===== src/rtl/dcache_port_arbiter.sv =====
`default_nettype none
// ============================================================================
//  Module   : dcache_port_arbiter
//  Purpose  : Shares the single DCache request port between two requesters
//             (0 = LoadStoreQueue, 1 = auxiliary/debug master). Round-robin
//             arbitration into one registered issue stage. Reads are retagged
//             with an internal tag so both masters may reuse ldstIDs; returning
//             read data is routed back to the owner with its original ID.
//  Ports    : clk, rst (async, active-low)
//             rq_valid/rq_rw/rq_id/rq_addr/rq_wdata  -> requests, per requester
//             rq_stall                               <- combinational back-pressure
//             rs_valid/rs_id/rs_data                 <- read responses
//             mem_rd/mem_wr/mem_id/mem_addr/mem_wdata <- registered cache request
//             mem_stall                              -> cache back-pressure
//             mem_ready/mem_rid/mem_rdata            -> cache read return
//             tag_err                                <- sticky unknown-tag flag
//  Revision : 1.0 - initial release
// ============================================================================
module dcache_port_arbiter #(
    parameter int ID_W   = 4,
    parameter int ADDR_W = 32,
    parameter int DATA_W = 32
) (
    input  logic                  clk,
    input  logic                  rst,
    input  logic [1:0]            rq_valid,
    input  logic [1:0]            rq_rw,
    input  logic [2*ID_W-1:0]     rq_id,
    input  logic [2*ADDR_W-1:0]   rq_addr,
    input  logic [2*DATA_W-1:0]   rq_wdata,
    output logic [1:0]            rq_stall,
    output logic [1:0]            rs_valid,
    output logic [ID_W-1:0]       rs_id,
    output logic [DATA_W-1:0]     rs_data,
    output logic                  mem_rd,
    output logic                  mem_wr,
    output logic [ID_W-1:0]       mem_id,
    output logic [ADDR_W-1:0]     mem_addr,
    output logic [DATA_W-1:0]     mem_wdata,
    input  logic                  mem_stall,
    input  logic                  mem_ready,
    input  logic [ID_W-1:0]       mem_rid,
    input  logic [DATA_W-1:0]     mem_rdata,
    output logic                  tag_err
);

    localparam int c_NTAGS = 1 << ID_W;

    // Tag pool state: busy bit plus owner/original-ID per tag.
    logic [c_NTAGS-1:0]   r_busy;
    logic                 r_owner [c_NTAGS];
    logic [ID_W-1:0]      r_tid   [c_NTAGS];

    // Requester favoured when both are eligible; starts at requester 0 and
    // moves to the other requester after every actual grant.
    logic                 r_rr;

    // Issue register
    logic                 r_mem_rd;
    logic                 r_mem_wr;
    logic [ID_W-1:0]      r_mem_id;
    logic [ADDR_W-1:0]    r_mem_addr;
    logic [DATA_W-1:0]    r_mem_wdata;

    // Response register
    logic [1:0]           r_rs_valid;
    logic [ID_W-1:0]      r_rs_id;
    logic [DATA_W-1:0]    r_rs_data;
    logic                 r_tag_err;

    logic [ID_W-1:0]      w_free_tag;
    logic                 w_free_any;
    logic [1:0]           w_elig;
    logic [1:0]           w_grant;
    logic                 w_win;
    logic                 w_any_grant;
    logic                 w_sel_rw;
    logic [ID_W-1:0]      w_sel_id;
    logic [ADDR_W-1:0]    w_sel_addr;
    logic [DATA_W-1:0]    w_sel_wdata;
    logic                 w_alloc;
    logic                 w_rsp_hit;
    logic                 w_rsp_miss;
    logic [c_NTAGS-1:0]   w_busy_nxt;

    // Lowest-index free tag: scan downward so the last hit is the lowest.
    always_comb begin
        w_free_tag = '0;
        w_free_any = 1'b0;
        for (int i = c_NTAGS - 1; i >= 0; i--) begin
            if (!r_busy[i]) begin
                w_free_tag = ID_W'(i);
                w_free_any = 1'b1;
            end
        end
    end

    // Writes are posted and need no tag; reads need one. Eligibility depends
    // only on registered tag state, so mem_ready never reaches rq_stall.
    assign w_elig = rq_valid & (rq_rw | {2{w_free_any}}) & {2{~mem_stall}};

    always_comb begin
        w_grant = 2'b00;
        w_win   = 1'b0;
        case (w_elig)
            2'b01: begin
                w_grant = 2'b01;
                w_win   = 1'b0;
            end
            2'b10: begin
                w_grant = 2'b10;
                w_win   = 1'b1;
            end
            2'b11: begin
                w_win   = r_rr;
                w_grant = r_rr ? 2'b10 : 2'b01;
            end
            default: begin
                w_grant = 2'b00;
                w_win   = 1'b0;
            end
        endcase
    end

    assign w_any_grant = |w_grant;
    assign rq_stall    = rq_valid & ~w_grant;

    assign w_sel_rw    = w_win ? rq_rw[1]                    : rq_rw[0];
    assign w_sel_id    = w_win ? rq_id[2*ID_W-1:ID_W]        : rq_id[ID_W-1:0];
    assign w_sel_addr  = w_win ? rq_addr[2*ADDR_W-1:ADDR_W]  : rq_addr[ADDR_W-1:0];
    assign w_sel_wdata = w_win ? rq_wdata[2*DATA_W-1:DATA_W] : rq_wdata[DATA_W-1:0];

    assign w_alloc    = w_any_grant & ~w_sel_rw;
    assign w_rsp_hit  = mem_ready &  r_busy[mem_rid];
    assign w_rsp_miss = mem_ready & ~r_busy[mem_rid];

    // A returning tag is busy and the allocated tag is free, so they are
    // always different and both updates apply in the same cycle.
    always_comb begin
        w_busy_nxt = r_busy;
        if (w_rsp_hit) begin
            w_busy_nxt[mem_rid] = 1'b0;
        end
        if (w_alloc) begin
            w_busy_nxt[w_free_tag] = 1'b1;
        end
    end

    // Issue stage: frozen (strobes included) while the cache stalls.
    always_ff @(posedge clk or negedge rst) begin
        if (!rst) begin
            r_mem_rd    <= 1'b0;
            r_mem_wr    <= 1'b0;
            r_mem_id    <= '0;
            r_mem_addr  <= '0;
            r_mem_wdata <= '0;
            r_rr        <= 1'b0;
        end else if (!mem_stall) begin
            r_mem_rd <= w_any_grant & ~w_sel_rw;
            r_mem_wr <= w_any_grant &  w_sel_rw;
            if (w_any_grant) begin
                r_mem_id    <= w_sel_rw ? '0 : w_free_tag;
                r_mem_addr  <= w_sel_addr;
                r_mem_wdata <= w_sel_wdata;
                r_rr        <= ~w_win;
            end
        end
    end

    // Tag pool
    always_ff @(posedge clk or negedge rst) begin
        if (!rst) begin
            r_busy <= '0;
            for (int i = 0; i < c_NTAGS; i++) begin
                r_owner[i] <= 1'b0;
                r_tid[i]   <= '0;
            end
        end else begin
            r_busy <= w_busy_nxt;
            if (w_alloc) begin
                r_owner[w_free_tag] <= w_win;
                r_tid[w_free_tag]   <= w_sel_id;
            end
        end
    end

    // Response routing
    always_ff @(posedge clk or negedge rst) begin
        if (!rst) begin
            r_rs_valid <= 2'b00;
            r_rs_id    <= '0;
            r_rs_data  <= '0;
            r_tag_err  <= 1'b0;
        end else begin
            r_rs_valid <= 2'b00;
            if (w_rsp_hit) begin
                r_rs_valid <= {r_owner[mem_rid], ~r_owner[mem_rid]};
                r_rs_id    <= r_tid[mem_rid];
                r_rs_data  <= mem_rdata;
            end
            if (w_rsp_miss) begin
                r_tag_err <= 1'b1;
            end
        end
    end

    assign mem_rd    = r_mem_rd;
    assign mem_wr    = r_mem_wr;
    assign mem_id    = r_mem_id;
    assign mem_addr  = r_mem_addr;
    assign mem_wdata = r_mem_wdata;
    assign rs_valid  = r_rs_valid;
    assign rs_id     = r_rs_id;
    assign rs_data   = r_rs_data;
    assign tag_err   = r_tag_err;

endmodule
`default_nettype wire


===== config.mk =====
export PLATFORM = sky130hd
export DESIGN_NAME = dcache_port_arbiter
export DESIGN_NICKNAME = d
export VERILOG_FILES = /design/src/rtl/dcache_port_arbiter.sv
export SDC_FILE = /design/constraint.sdc
export NUM_CORES = 1
export LEC_CHECK = 0
export ABC_AREA = 1
export CORE_ASPECT_RATIO = 1.1
export CORE_UTILIZATION = 25
export DETAILED_ROUTE_END_ITERATION = 16
export PLACE_DENSITY = 0.6
export SYNTH_ARGS = -nofsm -noshare
export SYNTH_HDL_FRONTEND = slang
export SYNTH_SLANG_ARGS = --single-unit

===== constraint.sdc =====
create_clock -name clk -period 2 [get_ports clk]
set_input_delay 0.3 -clock clk [delete_from_list [all_inputs] [get_ports clk]]
set_output_delay 0.3 -clock clk [all_outputs]
set_load 0.02 [all_outputs]

==> impl_metrics.prom, run 1 <==
# TYPE chip_impl_metric gauge
chip_impl_metric{name="crit_fanout",unit=""} 3
chip_impl_info{name="run_status",value="complete, but fails checks"} 1
chip_impl_metric{name="total_power",unit="W"} 0.01861
chip_impl_metric{name="coreArea",unit="um^2"} 38010
chip_impl_metric{name="timing.setup.tns",unit="ns"} -29.44
chip_impl_metric{name="start_util",unit="%"} 25.33
chip_impl_metric{name="num_antenna_cells",unit=""} 0
chip_impl_metric{name="grt_max_degree",unit=""} 73
chip_impl_metric{name="static_power_due_to_leakage",unit="nW"} 7.491
chip_impl_metric{name="yosysSeqAreaShare",unit="%"} 53.54
chip_impl_metric{name="depth_of_the_worst_register_to_register_path",unit=""} 16
chip_impl_metric{name="layout.nets",unit=""} 1763
chip_impl_metric{name="final_area",unit="um^2"} 16280
chip_impl_metric{name="syn-num-nets",unit=""} 1338
chip_impl_info{name="cpLargestDelayFamily",value="simple AND/OR/NAND/NOR gates"} 1
chip_impl_metric{name="period_needed",unit="ns"} 2.371
chip_impl_metric{name="final_core_utilization",unit="%"} 42.84
chip_impl_metric{name="viasPerCell",unit=""} 4.752
chip_impl_metric{name="clock_insertion_delay_worst_skew",unit="ns"} 0.54
chip_impl_info{name="hold_path.class",value="primary input to asynchronous set/reset pin"} 1
chip_impl_metric{name="synth-warning-count",unit=""} 0
chip_impl_metric{name="port-buffer-count",unit=""} 290
chip_impl_info{name="cts.root.buffer_cell",value="sky130_fd_sc_hd__clkbuf_16"} 1
chip_impl_metric{name="fp.dieArea",unit="um^2"} 39300
chip_impl_metric{name="netlist_cell_types",unit=""} 34
chip_impl_metric{name="top_level_ports",unit=""} 291
chip_impl_metric{name="place.detailed.instances",unit=""} 2015
chip_impl_info{name="rsz0062_at_grt",value="yes"} 1
chip_impl_info{name="setup.worst_path.end_class",value="output pin"} 1
chip_impl_metric{name="final.setup.worst_slack",unit="ns"} -0.3706
chip_impl_metric{name="chipWidth",unit="um"} 189.1
chip_impl_metric{name="cts_inserted_buffers",unit=""} 24
chip_impl_metric{name="skew",unit="ns"} 0.02502
chip_impl_metric{name="vdd_drop_max",unit="V"} 0.0006255
chip_impl_metric{name="timing.final.setup_violations",unit=""} 166
chip_impl_metric{name="max_clock_freq",unit="MHz"} 421.8
chip_impl_metric{name="finalWeightedCongestion",unit=""} 0.8491
chip_impl_metric{name="track_usage",unit="%"} 17.38
chip_impl_metric{name="multi_input_comb_area",unit="um^2"} 4768
chip_impl_metric{name="num-fill-cells",unit=""} 3666
chip_impl_info{name="path_cells",value="nand2_2 -> nor2_4 -> nand2_2 -> nor2_4 -> nand2_2 -> nand3_2 -> nand2_4 -> nand2_4 -> inv_4 -> nor2_4 -> buf_6"} 1
chip_impl_metric{name="row_count",unit=""} 75
chip_impl_metric{name="htree_num_levels",unit=""} 1
chip_impl_info{name="timing.rr.start",value="r_busy[5]$_DFF_PN0_"} 1
chip_impl_metric{name="final_hold_viol_count",unit=""} 0
chip_impl_info{name="tritoncts_clock_tree",value="built"} 1
chip_impl_info{name="crit-reg2reg-capture",value="r_tid[0]$_DFFE_PN0P_"} 1
chip_impl_metric{name="vias",unit=""} 9984
chip_impl_metric{name="cts.sink_count",unit=""} 206
chip_impl_metric{name="syn-cell-area",unit="um^2"} 9628
chip_impl_info{name="critical_path.slowest_cell",value="sky130_fd_sc_hd__dfrtp_1"} 1
chip_impl_info{name="element_type_at_the_critical_path_start",value="flop"} 1
chip_impl_metric{name="power_density",unit="nW/um^2"} 1143
chip_impl_metric{name="r2r_slack",unit="ns"} -0.34
chip_impl_metric{name="clkTransAtPathRegs",unit="ns"} 0.06
chip_impl_metric{name="dpl.hpwl",unit="mm"} 24.32
chip_impl_metric{name="synthesis.instances",unit=""} 1158
chip_impl_metric{name="antenna_found_initial",unit=""} 0
chip_impl_metric{name="slew-limit-headroom",unit="%"} 70.94
chip_impl_metric{name="drt_first_pass_iters",unit=""} 5
chip_impl_metric{name="grt_pass1_wl",unit="mm"} 54.09
chip_impl_metric{name="global_route.overflow_total",unit=""} 0
chip_impl_metric{name="drv_cap",unit=""} 0
chip_impl_metric{name="timing_max_transition_violations_final",unit=""} 0
chip_impl_metric{name="period_share",unit="%"} 118.5
chip_impl_metric{name="clockBufferDepth",unit=""} 3
chip_impl_metric{name="largest_incremental_delay_on_the_critical_path",unit="ns"} 0.37
chip_impl_metric{name="synthesis.area_per_instance",unit="um^2"} 8.314
chip_impl_metric{name="detail-route-antenna-nets",unit=""} 0
chip_impl_metric{name="ff_latch_area",unit="um^2"} 5155
chip_impl_metric{name="crit_arrival",unit="ns"} 2.07
chip_impl_metric{name="dr.first_iter.drc_count",unit=""} 575
chip_impl_metric{name="postSynthRegisterBits",unit=""} 206
chip_impl_metric{name="syn2layout_area_growth",unit="%"} 69.11
chip_impl_metric{name="drc_errors_left",unit=""} 0
chip_impl_info{name="type_of_the_worst_setup_path",value="flop to output pin"} 1
chip_impl_metric{name="fp.dieH",unit="um"} 207.8
chip_impl_metric{name="placed_cell_area",unit="um^2"} 14030
chip_impl_metric{name="stdcell_count",unit=""} 2101
chip_impl_metric{name="worst-slew-pin-transition",unit="ns"} 0.4343
chip_impl_metric{name="finalWirelength",unit="mm"} 35.70
chip_impl_metric{name="grt_pass1_vias",unit=""} 9923
chip_impl_metric{name="layout-drive-gt1-share",unit="%"} 24.92
chip_impl_metric{name="path_buf_inv",unit=""} 2
chip_impl_metric{name="critical_path_required",unit="ns"} 1.70
chip_impl_info{name="failed_checks",value="setup timing"} 1
chip_impl_metric{name="detail_route.wl_per_cell",unit="um"} 16.99
## how the worst max path moves through the flow
stage / start / to / slack, ns / depth (start not counted)
6_report: r_busy[5]$_DFF_PN0_ / rq_stall[1] / -0.37 / 11
5_1_grt: r_busy[0]$_DFF_PN0_ / rq_stall[1] / -0.43 / 11
4_1_cts: r_busy[2]$_DFF_PN0_ / rq_stall[1] / -0.38 / 11
3_5_place_dp: mem_rid[1] / rs_data[9]$_DFFE_PN0P_ / -0.41 / 11
3_3_place_gp: r_busy[5]$_DFF_PN0_ / r_tid[52]$_DFFE_PN0P_ / -0.31 / 14
2_1_floorplan: r_busy[15]$_DFF_PN0_ / rq_stall[1] / 0.01 / 12
## per-stage QoR
step	setup slack, ns	hold slack (ns)
after detailed placement	-0.4069	0.2175
after CTS	-0.3780	0.2150
final	-0.3706	0.2318
after global routing	-0.4292	0.2246
after floorplan	0.01379	0.004409
after global placement	-0.3136	0.2180
## area by class of cell
class	count	share of cell area [%]
clock buffers	34	4.165
multi-input cells	860	29.29
repair buffers	460	29.33
well taps	500	3.842
inverters	30	0.7838
clock inverters	10	0.8760
flip-flops and latches	206	31.66
repair inverters	1	0.05379
## sequential cells by signal, summed over array words and instances, names as in the netlist
signal,flops
r_owner,16
rs_data,32
r_busy,16
tag_err,1
mem_addr,32
mem_wr,1
mem_wdata,32
mem_rd,1
mem_id,4
r_rr,1
rs_id,4
r_tid,64
rs_valid,2
## routing by layer
layer  part of all wire, %  up-vias  global-route usage (%)  wire length, um
met5                     0        -                       0                0
met4                   3.0        0                   6.257             1071
met3                   7.6       64                   4.193             2727
met2                    49      373                   29.21            17560
met1                    40     4872                   21.52            14340
li1                      -     4675                       -                -
## cells by family (layout without fill, tap and decap cells)
kind of cell | count (synthesis) | in the layout | synth area share, %
and+or+nand+nor | 698 | 698 | 31.42
DFF | 206 | 206 | 53.54
AOI/OAI and AO/OA | 162 | 162 | 10.51
buffers and inverters | 92 | 535 | 4.522
## placed cells by master, fill, tap and decap left out, drive strengths merged
cell type        n
clkbuf          37
bufinv           3
buf            168
a22oi           48
o21bai           3
clkinv           8
dlygate4sd3      1
clkdlybuf4s50  287
bufbuf           1
nand4            4
o21ai           53
a31oi            1
nand2          485
clkinvlp         1
a21boi          13
o31ai            1
a21oi           39
o41ai            4
dfrtp          206
nor2            50
nand3          159
inv             29
## report_power, final
| group | leakage [nW] | total (W) | internal [W] | switching (W) |
|---|---|---|---|---|
| clock network | 0.401 | 0.00456 | 0.00276 | 0.00180 |
| logic | 4.49 | 0.00823 | 0.00375 | 0.00448 |
| registers | 2.60 | 0.00582 | 0.00517 | 0.000650 |
| total | 7.49 | 0.0186 | 0.0117 | 0.00693 |
## synthesized netlist by cell type, drive strengths merged
cell type / number / area, um^2
a22oi: 48 / 360.4
nor2: 50 / 279.0
clkbuf: 21 / 80.07
dfrtp: 206 / 5155
nand3: 159 / 805.8
a21oi: 39 / 214.0
a31oi: 1 / 6.260
o21ai: 53 / 265.3
o41ai: 4 / 35.03
nand4: 4 / 55.05
clkinv: 1 / 3.750
buf: 41 / 242.7
inv: 29 / 108.9
nand2: 485 / 1886
a21boi: 13 / 97.59
o21bai: 3 / 26.27
o31ai: 1 / 7.510
## worst reg2reg max path, cell delays in order, from the launching register on
cell and delay [ns]:
sky130_fd_sc_hd__dfrtp_1 0.37, sky130_fd_sc_hd__nand2_2 0.09, sky130_fd_sc_hd__nor2_4 0.13, sky130_fd_sc_hd__nand2_2 0.08, sky130_fd_sc_hd__nor2_4 0.23, sky130_fd_sc_hd__nand2_2 0.13, sky130_fd_sc_hd__nand3_2 0.10, sky130_fd_sc_hd__nand2_4 0.07
sky130_fd_sc_hd__buf_6 0.12, sky130_fd_sc_hd__nand3_4 0.08, sky130_fd_sc_hd__nand4_4 0.14, sky130_fd_sc_hd__buf_12 0.16, sky130_fd_sc_hd__nor2_8 0.13, sky130_fd_sc_hd__buf_12 0.16, sky130_fd_sc_hd__nand2_8 0.09, sky130_fd_sc_hd__nand2_2 0.08
sky130_fd_sc_hd__nand2_1 0.05
## repair_timing
action                     4_1_cts  5_1_grt
hold endpoints to repair        62        0
hold buffers                     1        0
setup endpoints to repair      169      195
buffers inserted                23       16
gates cloned                     4        3
pin swaps                       49       90
resized for setup              107      147
Power figures use the tool's default switching activity.
==> run 2: changes to the inputs <==
--- a/config.mk
+++ b/config.mk
@@ -5,11 +5,11 @@
 export SDC_FILE = /design/constraint.sdc
 export NUM_CORES = 1
 export LEC_CHECK = 0
-export ABC_AREA = 1
 export CORE_ASPECT_RATIO = 1.1
-export CORE_UTILIZATION = 25
+export CORE_MARGIN = 2
+export CORE_UTILIZATION = 42
 export DETAILED_ROUTE_END_ITERATION = 16
-export PLACE_DENSITY = 0.6
+export PLACE_DENSITY = 0.86
 export SYNTH_ARGS = -nofsm -noshare
 export SYNTH_HDL_FRONTEND = slang
 export SYNTH_SLANG_ARGS = --single-unit
==> run 2 against run 1 <==
Effect of this change:
- the flow still finishes with violations (setup timing)
- routed wire length fell by 7.8%
- clock power is 9.2% lower
- core utilization up 27 points
- final area is 5.2% lower
- cell count down 31%
- critical path type unchanged
- hold slack better by 0.10 ns
- clock skew shrank 0.0086 ns
- highest routed layer unchanged
- register-to-register slack got worse by 0.27 ns
- synthesized cell count down 36%
- clock-buffer cell count unchanged
==> impl_metrics.prom, run 2 <==
# TYPE chip_impl_metric gauge
chip_impl_info{name="run_status",value="complete, but fails checks"} 1
chip_impl_info{name="failed_checks",value="setup timing"} 1
chip_impl_metric{name="synth-warning-count",unit=""} 0
chip_impl_info{name="yosysTopAreaCell",value="sky130_fd_sc_hd__dfrtp_1"} 1
chip_impl_metric{name="syn-num-nets",unit=""} 920
chip_impl_metric{name="final_hold_viol_count",unit=""} 0
chip_impl_metric{name="dpl.hpwl",unit="mm"} 19.51
chip_impl_metric{name="start_util",unit="%"} 42.46
chip_impl_metric{name="viasPerCell",unit=""} 5.510
chip_impl_metric{name="htree_num_levels",unit=""} 1
chip_impl_info{name="ys_top_cells_by_count",value="sky130_fd_sc_hd__dfrtp_1, sky130_fd_sc_hd__nand2_1, sky130_fd_sc_hd__mux2_2"} 1
chip_impl_metric{name="max_ffs_per_register",unit=""} 64
chip_impl_metric{name="drt_first_pass_iters",unit=""} 7
chip_impl_metric{name="detail-route-antenna-nets",unit=""} 0
chip_impl_metric{name="global_route.overflow_total",unit=""} 0
chip_impl_metric{name="synth_enable_flop_cells",unit=""} 0
chip_impl_metric{name="max_clock_freq",unit="MHz"} 378.7
chip_impl_metric{name="synthesis.instances",unit=""} 740
chip_impl_info{name="rsz0062_at_grt",value="yes"} 1
chip_impl_metric{name="layout-drive-gt1-share",unit="%"} 34.71
chip_impl_info{name="synth_ff_type",value="sky130_fd_sc_hd__dfrtp_1"} 1
chip_impl_info{name="type_of_the_worst_setup_path",value="flop to output pin"} 1
chip_impl_metric{name="synth_simple_gate_area_share",unit="%"} 8.881
chip_impl_metric{name="chipWidth",unit="um"} 146.1
chip_impl_metric{name="grt_pass1_vias",unit=""} 8513
chip_impl_info{name="topRoutingLayerUsed",value="met4"} 1
chip_impl_metric{name="antenna_found_initial",unit=""} 2
chip_impl_metric{name="crit_arrival",unit="ns"} 2.34
chip_impl_metric{name="detail_route.wirelength.met1",unit="mm"} 12.48
chip_impl_metric{name="critical_path_required",unit="ns"} 1.70
chip_impl_metric{name="syn-cell-area",unit="um^2"} 9326
chip_impl_metric{name="static_power_due_to_leakage",unit="nW"} 6.973
chip_impl_metric{name="final.setup.worst_slack",unit="ns"} -0.6409
chip_impl_metric{name="row_count",unit=""} 57
chip_impl_metric{name="met3_length",unit="mm"} 1.784
chip_impl_info{name="yosys.cell_count.top_type",value="sky130_fd_sc_hd__dfrtp_1"} 1
chip_impl_info{name="tritoncts_clock_tree",value="built"} 1
chip_impl_metric{name="muxShareOfSynthArea",unit="%"} 24.66
chip_impl_info{name="largest_register",value="r_tid"} 1
chip_impl_info{name="hold_path.class",value="primary input to flop"} 1
chip_impl_metric{name="fp.dieH",unit="um"} 160.3
chip_impl_info{name="synth.area.top_cells",value="sky130_fd_sc_hd__dfrtp_1, sky130_fd_sc_hd__mux2_2, sky130_fd_sc_hd__mux4_2, sky130_fd_sc_hd__nand2_1, sky130_fd_sc_hd__a22oi_1"} 1
chip_impl_metric{name="largest_incremental_delay_on_the_critical_path",unit="ns"} 0.62
chip_impl_metric{name="cts.sink_count",unit=""} 206
chip_impl_metric{name="routed-wl-met2",unit="mm"} 17.17
chip_impl_metric{name="finalWirelength",unit="mm"} 32.91
chip_impl_metric{name="crit_fanout",unit=""} 5
chip_impl_metric{name="timing_max_transition_violations_final",unit=""} 0
chip_impl_metric{name="period_needed",unit="ns"} 2.641
chip_impl_metric{name="clockBufferDepth",unit=""} 3
chip_impl_metric{name="power_density",unit="nW/um^2"} 1025
chip_impl_metric{name="coreArea",unit="um^2"} 21970
chip_impl_metric{name="clkTransAtPathRegs",unit="ns"} 0.06
chip_impl_metric{name="yosysSeqAreaShare",unit="%"} 55.27
chip_impl_metric{name="final_area",unit="um^2"} 15430
chip_impl_metric{name="vdd_drop_max",unit="V"} 0.0005973
chip_impl_metric{name="vias",unit=""} 8033
chip_impl_info{name="cts.root.buffer_cell",value="sky130_fd_sc_hd__clkbuf_16"} 1
chip_impl_metric{name="placed_cell_area",unit="um^2"} 13400
chip_impl_metric{name="postSynthRegisterBits",unit=""} 206
chip_impl_metric{name="ff_latch_area",unit="um^2"} 5155
chip_impl_metric{name="synth_async_sr_flop_share",unit="%"} 100.0
chip_impl_info{name="setup.worst_path.end_class",value="output pin"} 1
chip_impl_metric{name="netlist_cell_types",unit=""} 48
chip_impl_info{name="synth_top_family_by_area",value="multiplexers"} 1
chip_impl_metric{name="layout.nets",unit=""} 1327
chip_impl_metric{name="period_share",unit="%"} 132.0
chip_impl_metric{name="dr.first_iter.drc_count",unit=""} 614
chip_impl_info{name="critical_path.slowest_cell",value="sky130_fd_sc_hd__or4b_4"} 1
chip_impl_metric{name="grt_max_degree",unit=""} 60
chip_impl_metric{name="drv_cap",unit=""} 0
chip_impl_metric{name="final_core_utilization",unit="%"} 70.27
chip_impl_metric{name="yosysTopAreaCellShare",unit="%"} 55.27
chip_impl_metric{name="multi_input_comb_area",unit="um^2"} 4649
chip_impl_metric{name="port-buffer-count",unit=""} 290
chip_impl_metric{name="synthesis.area_per_instance",unit="um^2"} 12.60
chip_impl_info{name="path_cells",value="nand4_2 -> or4b_4 -> buf_6 -> o21ai_4 -> buf_6 -> a31oi_4 -> nor2b_4 -> buf_6"} 1
chip_impl_metric{name="finalWeightedCongestion",unit=""} 0.9145
chip_impl_metric{name="num-fill-cells",unit=""} 1434
chip_impl_info{name="mostFrequentLayoutCells",value="sky130_fd_sc_hd__clkdlybuf4s50_1, sky130_fd_sc_hd__dfrtp_1, sky130_fd_sc_hd__nand2_1, sky130_fd_sc_hd__mux2_4, sky130_fd_sc_hd__buf_4"} 1
chip_impl_metric{name="drc_errors_left",unit=""} 0
chip_impl_metric{name="pre_cts_slack",unit="ns"} -0.6903
chip_impl_metric{name="timing.final.setup_violations",unit=""} 190
chip_impl_info{name="element_type_at_the_critical_path_start",value="flop"} 1
chip_impl_metric{name="clock_insertion_delay_worst_skew",unit="ns"} 0.51
chip_impl_metric{name="worst-slew-pin-transition",unit="ns"} 0.5238
chip_impl_metric{name="synth-compound-area-share",unit="%"} 8.318
chip_impl_info{name="mostFrequentLayoutCell",value="sky130_fd_sc_hd__clkdlybuf4s50_1"} 1
chip_impl_metric{name="skew",unit="ns"} 0.01639
chip_impl_metric{name="synth-xor-area-share",unit="%"} 0
chip_impl_metric{name="fin_hold_ws",unit="ns"} 0.3325
chip_impl_metric{name="syn2layout_area_growth",unit="%"} 65.49
chip_impl_metric{name="fp.dieArea",unit="um^2"} 23420
chip_impl_metric{name="detail_route.wl_per_cell",unit="um"} 22.57
chip_impl_metric{name="top_level_ports",unit=""} 291
chip_impl_info{name="cell_repeated_most_along_the_worst_path",value="sky130_fd_sc_hd__buf_6"} 1
chip_impl_metric{name="track_usage",unit="%"} 26.26
chip_impl_metric{name="grt_pass1_wl",unit="mm"} 48.71
chip_impl_metric{name="cts_inserted_buffers",unit=""} 22
chip_impl_metric{name="slew-limit-headroom",unit="%"} 65.08
chip_impl_metric{name="synth-adder-area-share",unit="%"} 0
## run 2: cell count changes in the layout (fill, tap and decap cells not counted), moves of 37 or more
cell and delta:
sky130_fd_sc_hd__nand2_1 -271, sky130_fd_sc_hd__mux2_4 +96, sky130_fd_sc_hd__nand3_2 -50, sky130_fd_sc_hd__a22oi_2 +37
sky130_fd_sc_hd__a22oi_1 -46, sky130_fd_sc_hd__nand2_2 -62, sky130_fd_sc_hd__nand3_1 -101
## run 2: area by class of cell
class | instances | area share [%]
Tap cell | 295 | 2.391
Multi-Input combinational cell | 483 | 30.12
Inverter | 6 | 0.1459
Sequential cell | 206 | 33.40
Clock inverter | 4 | 0.2918
Clock buffer | 34 | 4.450
Antenna cell | 2 | 0.03243
Timing Repair Buffer | 428 | 29.17
## run 2: logic make-up after synthesis
group           Yosys count
compound gates          118
mux                     178
buf+inv                  55
simple gates            183
flops                   206
## run 2: timing repair
action | CTS | global route
pin swaps | 12 | 47
gates resized for setup | 107 | 93
hold buffers | 1 | 0
hold endpoints to repair | 55 | 0
setup buffers | 20 | 17
setup endpoints to repair | 192 | 196
gates cloned | 10 | 7
## run 2: final timing paths
kind / from / endpoint / slack, ns / cells after the start
min in group asynchronous: rst / rs_data[1]$_DFFE_PN0P_ / 0.38 / 2
max in group asynchronous: rst / mem_rd$_DFFE_PN0N_ / 0.96 / 3
worst max register to register: r_busy[5]$_DFF_PN0_ / r_tid[43]$_DFFE_PN0P_ / -0.61 / 8
worst min-delay path: rq_wdata[33] / mem_wdata[1]$_DFFE_PN0P_ / 0.33 / 3
worst min register to register: tag_err$_DFFE_PN0P_ / tag_err$_DFFE_PN0P_ / 0.48 / 1
worst max-delay path: r_busy[5]$_DFF_PN0_ / rq_stall[0] / -0.64 / 8
## run 2: critical path, delay by kind of cell, from the launching register on
kind                   cells  cell delay (ns)
and+or+nand+nor            3             0.89
buffers and inverters      3             0.39
DFF                        1             0.37
AOI/OAI and AO/OA          2             0.19
## run 2: through the flow
step	TNS [ns]	total power [W]	instances
4_1_cts	-76.40	0.01544	1438
3_3_place_gp	-91.06	0.01065	1371
5_1_grt	-96.22	0.01643	1458
2_1_floorplan	-50.50	0.008286	740
6_report	-81.77	0.01582	1458
3_5_place_dp	-98.02	0.01084	1371
## run 2: routing by layer
layer | track usage [%] | vias up
li1 | - | 3504
met5 | 0 | -
met1 | 32.57 | 4033
met4 | 8.782 | 0
met2 | 46.98 | 378
met3 | 4.176 | 118
## run 2: power by group
| part | switching (W) | total [W] | leakage (nW) | internal (W) |
|---|---|---|---|---|
| Combinational | 0.00259 | 0.00592 | 3.97 | 0.00333 |
| Clock | 0.00166 | 0.00414 | 0.364 | 0.00248 |
| Sequential | 0.000644 | 0.00576 | 2.64 | 0.00512 |
==> edit 1, RTL diff (flow settings as in run 1) <==
The parameter `ID_W` goes from 4 to 2.
--- a/src/rtl/dcache_port_arbiter.sv
+++ b/src/rtl/dcache_port_arbiter.sv
@@ -17,7 +17,7 @@
 //  Revision : 1.0 - initial release
 // ============================================================================
 module dcache_port_arbiter #(
-    parameter int ID_W   = 4,
+    parameter int ID_W   = 2,
     parameter int ADDR_W = 32,
     parameter int DATA_W = 32
 ) (
Ports: changed (resized mem_id, mem_rid, rq_id and rs_id); port bits go from 291 to 281. The function was not compared with the original's and may differ.
==> edit 1 against run 1 <==
  * Worst hold slack better by 0.0084 ns
  * First-iteration DRC count is 71% lower
  * Wire length is 49% lower
  * Via count is 45% lower
  * Setup slack better by 0.44 ns
  * Combinational power is 48% lower
  * Clock power is 28% lower
  * Sequential cell count is 84 lower
  * Cell count is 40% lower
  * Synthesized cell count is 44% lower
  * Design area is 42% lower
  * Die area is 43% lower
  * Area after synthesis is 43% lower
  * Total power is 40% lower
  * Largest cell class is now buffers
  * Highest routed layer unchanged
==> edit 1: results (changes against run 1) <==
- Critical Path AT: 1.63 ns (-0.44 ns)
- CTS Buf Count: 17 (-29%)
- Later-pin clock latency in the skew report: 0.42 ns (-0.12 ns)
- Vias in the first global route: 5,484 (-45%)
- Worst flop-to-flop path endpoint: mem_addr[10]$_DFFE_PN0P_
- Grt met3 use: 6.00% (+1.8 points)
- Gpl congestion: 0.748 (-12%)
- Layout cell share with drive strength beyond 1: 9.55% (-15 points)
- R2R cell count: 12 (-4)
- Depth of the CTS H-tree: 4 (+3)
- Dpl hpwl: 12,800 µm (-47%)
- Fin Hold WS: 0.240 ns (+0.00836 ns)
- Net count, final: 1,125 (-36%)
- M2 GR Usage: 27.6% (-1.6 points)
- Largest net degree at the start of global routing: 84 (+15%)
- CTS Buffer Depth: 2 (-1)
- Largest cells by area after synthesis: dfrtp_1 56%, nand2_1 20%, nand3_1 12%
- Normalized max-slew margin: 57.9% (-13 points)
- Fillers: 2,168 (-41%)
- Post-synthesis compound-gate area fraction: 2.00% (-8.5 points)
- M1 GR Usage: 19.2% (-2.3 points)
- Total Routed Length: 18,200 µm (-49%)
- Skew final: 0.0134 ns (-0.0117 ns)
- Ys Warns: 0 (unchanged)
- Port buffer count: 280 (-3.4%)
- Detailed Route Iter0 Violations: 164 (-71%)
- Via density: 4.39 (-7.5%)
- Overall Global Routing Usage: 16.6% (-0.80 points)
- VDD IR max: 0.000559 V (-11%)
- Multiplexer share of the synthesized area: 0% (unchanged)
- Critical path origin: r_busy[0]$_DFF_PN0_
- Synth cell types: 24 (-29%)
- DR pass1 iterations: 4 (-1)
- Commonest cells in the netlist: 288 x nand2_1, 135 x nand3_1, 122 x dfrtp_1
- Static leakage: 4.32 nW (-42%)
- Status: finished clean
- Global-route wire length before repair: 28,200 µm (-48%)
- Syn_nets: 824 (-38%)
- DP Area: 8760 µm² (-38%)
- Reg-to-reg slack, setup: 0.18 ns (+0.52 ns)
- Max Clk Rate: 0.517 GHz (+23%)
==> edit 1: cell families (layout without fill, tap and decap cells) <==
group	Yosys count	in the layout
AND/OR/NAND/NOR	456	456
flip-flops	122	122
buffers and inverters	56	369
AO/OA/AOI/OAI	16	16
==> edit 1: metal layers <==
metal,routed length (µm),vias up
li1,-,2711
met1,7810,2557
met5,0,-
met4,445,0
met2,8460,214
met3,1510,23
==> edit 1: report_power, final <==
group | switching, mW | total [mW] | internal, mW
logic | 2.23 | 4.25 | 2.02
registers | 0.424 | 3.68 | 3.25
clock network | 1.18 | 3.27 | 2.09
total | 3.84 | 11.2 | 7.36
==> edit 1: timing repair <==
item	CTS	global route
cloned	0	1
gates resized for setup	9	3
endpoints found under the hold margin	82	0
setup buffers	3	0
pin swaps	3	2
hold buffers	1	0
endpoints found under the setup margin	2	3
==> edit 1: through the flow <==
stage	setup slack [ns]	util, %	cells
after global routing	-0.0177	44.4	1253
after global placement	-0.235	41.1	1217
final	0.0675	44.4	1253
after floorplan	0.389	-	650
after detailed placement	-0.249	41.1	1217
after CTS	0.00302	44.2	1252
==> edit 1: critical path: stages (launching register included) <==
cell and delay [ns]:
dfrtp_1 0.39, nand2_2 0.11, nor2_4 0.05, buf_4 0.13
a21oi_4 0.13, buf_6 0.13, nand2_4 0.06, inv_6 0.07
nor2_4 0.03, buf_6 0.13
==> edit 1: cell type report <==
type / count / share of cell area [%]
repair buffers: 320 / 34.3
multi-input cells: 472 / 22.2
clock buffers: 17 / 4.50
flip-flops and latches: 122 / 32.3
inverters: 18 / 0.767
well taps: 290 / 3.84
clock inverters: 14 / 2.09
==> edit 2, RTL diff (flow settings as in run 1) <==
Without the edit above. Reset style: synchronous (`rst`), changed in 3 clocked blocks. Comments in the files are not updated.
--- a/src/rtl/dcache_port_arbiter.sv
+++ b/src/rtl/dcache_port_arbiter.sv
@@ -147,7 +147,7 @@
     end
 
     // Issue stage: frozen (strobes included) while the cache stalls.
-    always_ff @(posedge clk or negedge rst) begin
+    always_ff @(posedge clk) begin
         if (!rst) begin
             r_mem_rd    <= 1'b0;
             r_mem_wr    <= 1'b0;
@@ -168,7 +168,7 @@
     end
 
     // Tag pool
-    always_ff @(posedge clk or negedge rst) begin
+    always_ff @(posedge clk) begin
         if (!rst) begin
             r_busy <= '0;
             for (int i = 0; i < c_NTAGS; i++) begin
@@ -185,7 +185,7 @@
     end
 
     // Response routing
-    always_ff @(posedge clk or negedge rst) begin
+    always_ff @(posedge clk) begin
         if (!rst) begin
             r_rs_valid <= 2'b00;
             r_rs_id    <= '0;
Behaviour: differs if rst is asserted again (counterexample within 4 cycles, from zero or initial values and one cycle with rst low); with rst held inactive, the same outputs for 4 cycles.
==> edit 2 against run 1 <==
  * The flow still finishes with violations (setup timing)
  * Sequential share of layout area decreased by 0.84 points
  * Critical path type is now reg2reg
  * Design area decreased by 4.7%
  * Wire length decreased by 9.3%
  * Sequential cell count unchanged
  * Die area decreased by 5.0%
  * Area after synthesis decreased by 5.1%
  * Setup slack improved by 0.044 ns
  * Critical endpoint is now r_tid[11][2]$_SDFFCE_PN0P_
  * Utilization increased by 0.18 points
Power is not compared: it rests on default switching activity, and its combinational part moved more than twofold at a synthesized area within 25%.
==> edit 2: results (changes against run 1) <==
- Async set-reset flop share out of synthesis: 0% (-100 points)
- Crit-path max cell delay: 0.35 ns (-0.02 ns)
- Metal-1 WL: 12,600 µm (-12%)
- Post-synth EDFFs: 64 (+64)
- R2R cell count: 15 (-1)
- Post-CTS Setup Inserts: 19 (-17%)
- Drt wl/cell: 15.8 µm (-6.8%)
- Commonest cells in the netlist: 255 x nand2_1, 147 x nor2_1, 142 x dfxtp_1
- Dpl hpwl: 22,600 µm (-6.9%)
- Post-synthesis compound-gate area fraction: 14.3% (+3.7 points)
- Gpl congestion: 0.927 (+9.2%)
- Cell count after synthesis: 1,134 (-2.1%)
- Status: finished with violations
- Setup slack at placement: -0.410 ns (-0.00295 ns)
- CTS Buf Count: 23 (-4.2%)
- Violated checks: setup timing
- Syn_nets: 1,314 (-1.8%)
- Fin worst setup slack: -0.327 ns (+0.0436 ns)
- Fillers: 3,484 (-5.0%)
- Met3 Wirelength: 2290 µm (-16%)
- Post-CTS Resized: 147 (+37%)
- Worst flop-to-flop path endpoint: r_tid[11][2]$_SDFFCE_PN0P_
- Net count, final: 1,721 (-2.4%)
- Sequential area share after synthesis: 52.1% (-1.4 points)
- Final setup fails: 186 (+12%)
-- edit 2: report_power, final --
group          switching (mW)  total (mW)  leakage, nW  internal (mW)
Combinational           0.900        1.82         4.16          0.920
Clock                    1.80        4.69        0.403           2.88
Sequential             0.0891        4.58         1.80           4.49
Total                    2.79        11.1         6.37           8.30
-- edit 2: worst max-delay path by stage --
| stage | end | cells past startpoint |
|---|---|---|
| after floorplan | r_tid[13][0]$_SDFFCE_PN0P_ | 14 |
| after global placement | rs_id[3]$_SDFFE_PN0P_ | 9 |
| after detailed placement | rs_id[1]$_SDFFE_PN0P_ | 12 |
| after CTS | rq_stall[1] | 12 |
| after global routing | r_tid[14][2]$_SDFFCE_PN0P_ | 15 |
| final | r_tid[11][2]$_SDFFCE_PN0P_ | 15 |
-- edit 2: logic make-up after synthesis --
| group | after synthesis |
|---|---|
| compound gates | 201 |
| simple gates | 550 |
| buf+inv | 173 |
| mux | 4 |
| flops | 206 |
-- edit 2: metrics by stage --
| step | cell area [µm²] | power [mW] | hold slack, ns |
|---|---|---|---|
| 5_1_grt | 15500 | 11.5 | 0.151 |
| 2_1_floorplan | 9220 | 5.39 | 0.430 |
| 3_3_place_gp | 13500 | 6.35 | 0.450 |
| 3_5_place_dp | 13500 | 6.36 | 0.461 |
| 4_1_cts | 15000 | 11.1 | 0.130 |
| 6_report | 15500 | 11.1 | 0.141 |
-- edit 2: tightest hold or removal path, stage by stage --
cell and delay [ns]:
buf_4 0.17, o211ai_1 0.11, inv_1 0.04
-- edit 2: final cells by class --
cell class,count,share of cell area [%]
multi-input combinational,755,28.8
tap,487,3.93
clock buffer,24,3.73
sequential,206,30.8
inverter,102,2.51
clock inverter,18,1.60
timing repair buffer,453,28.6
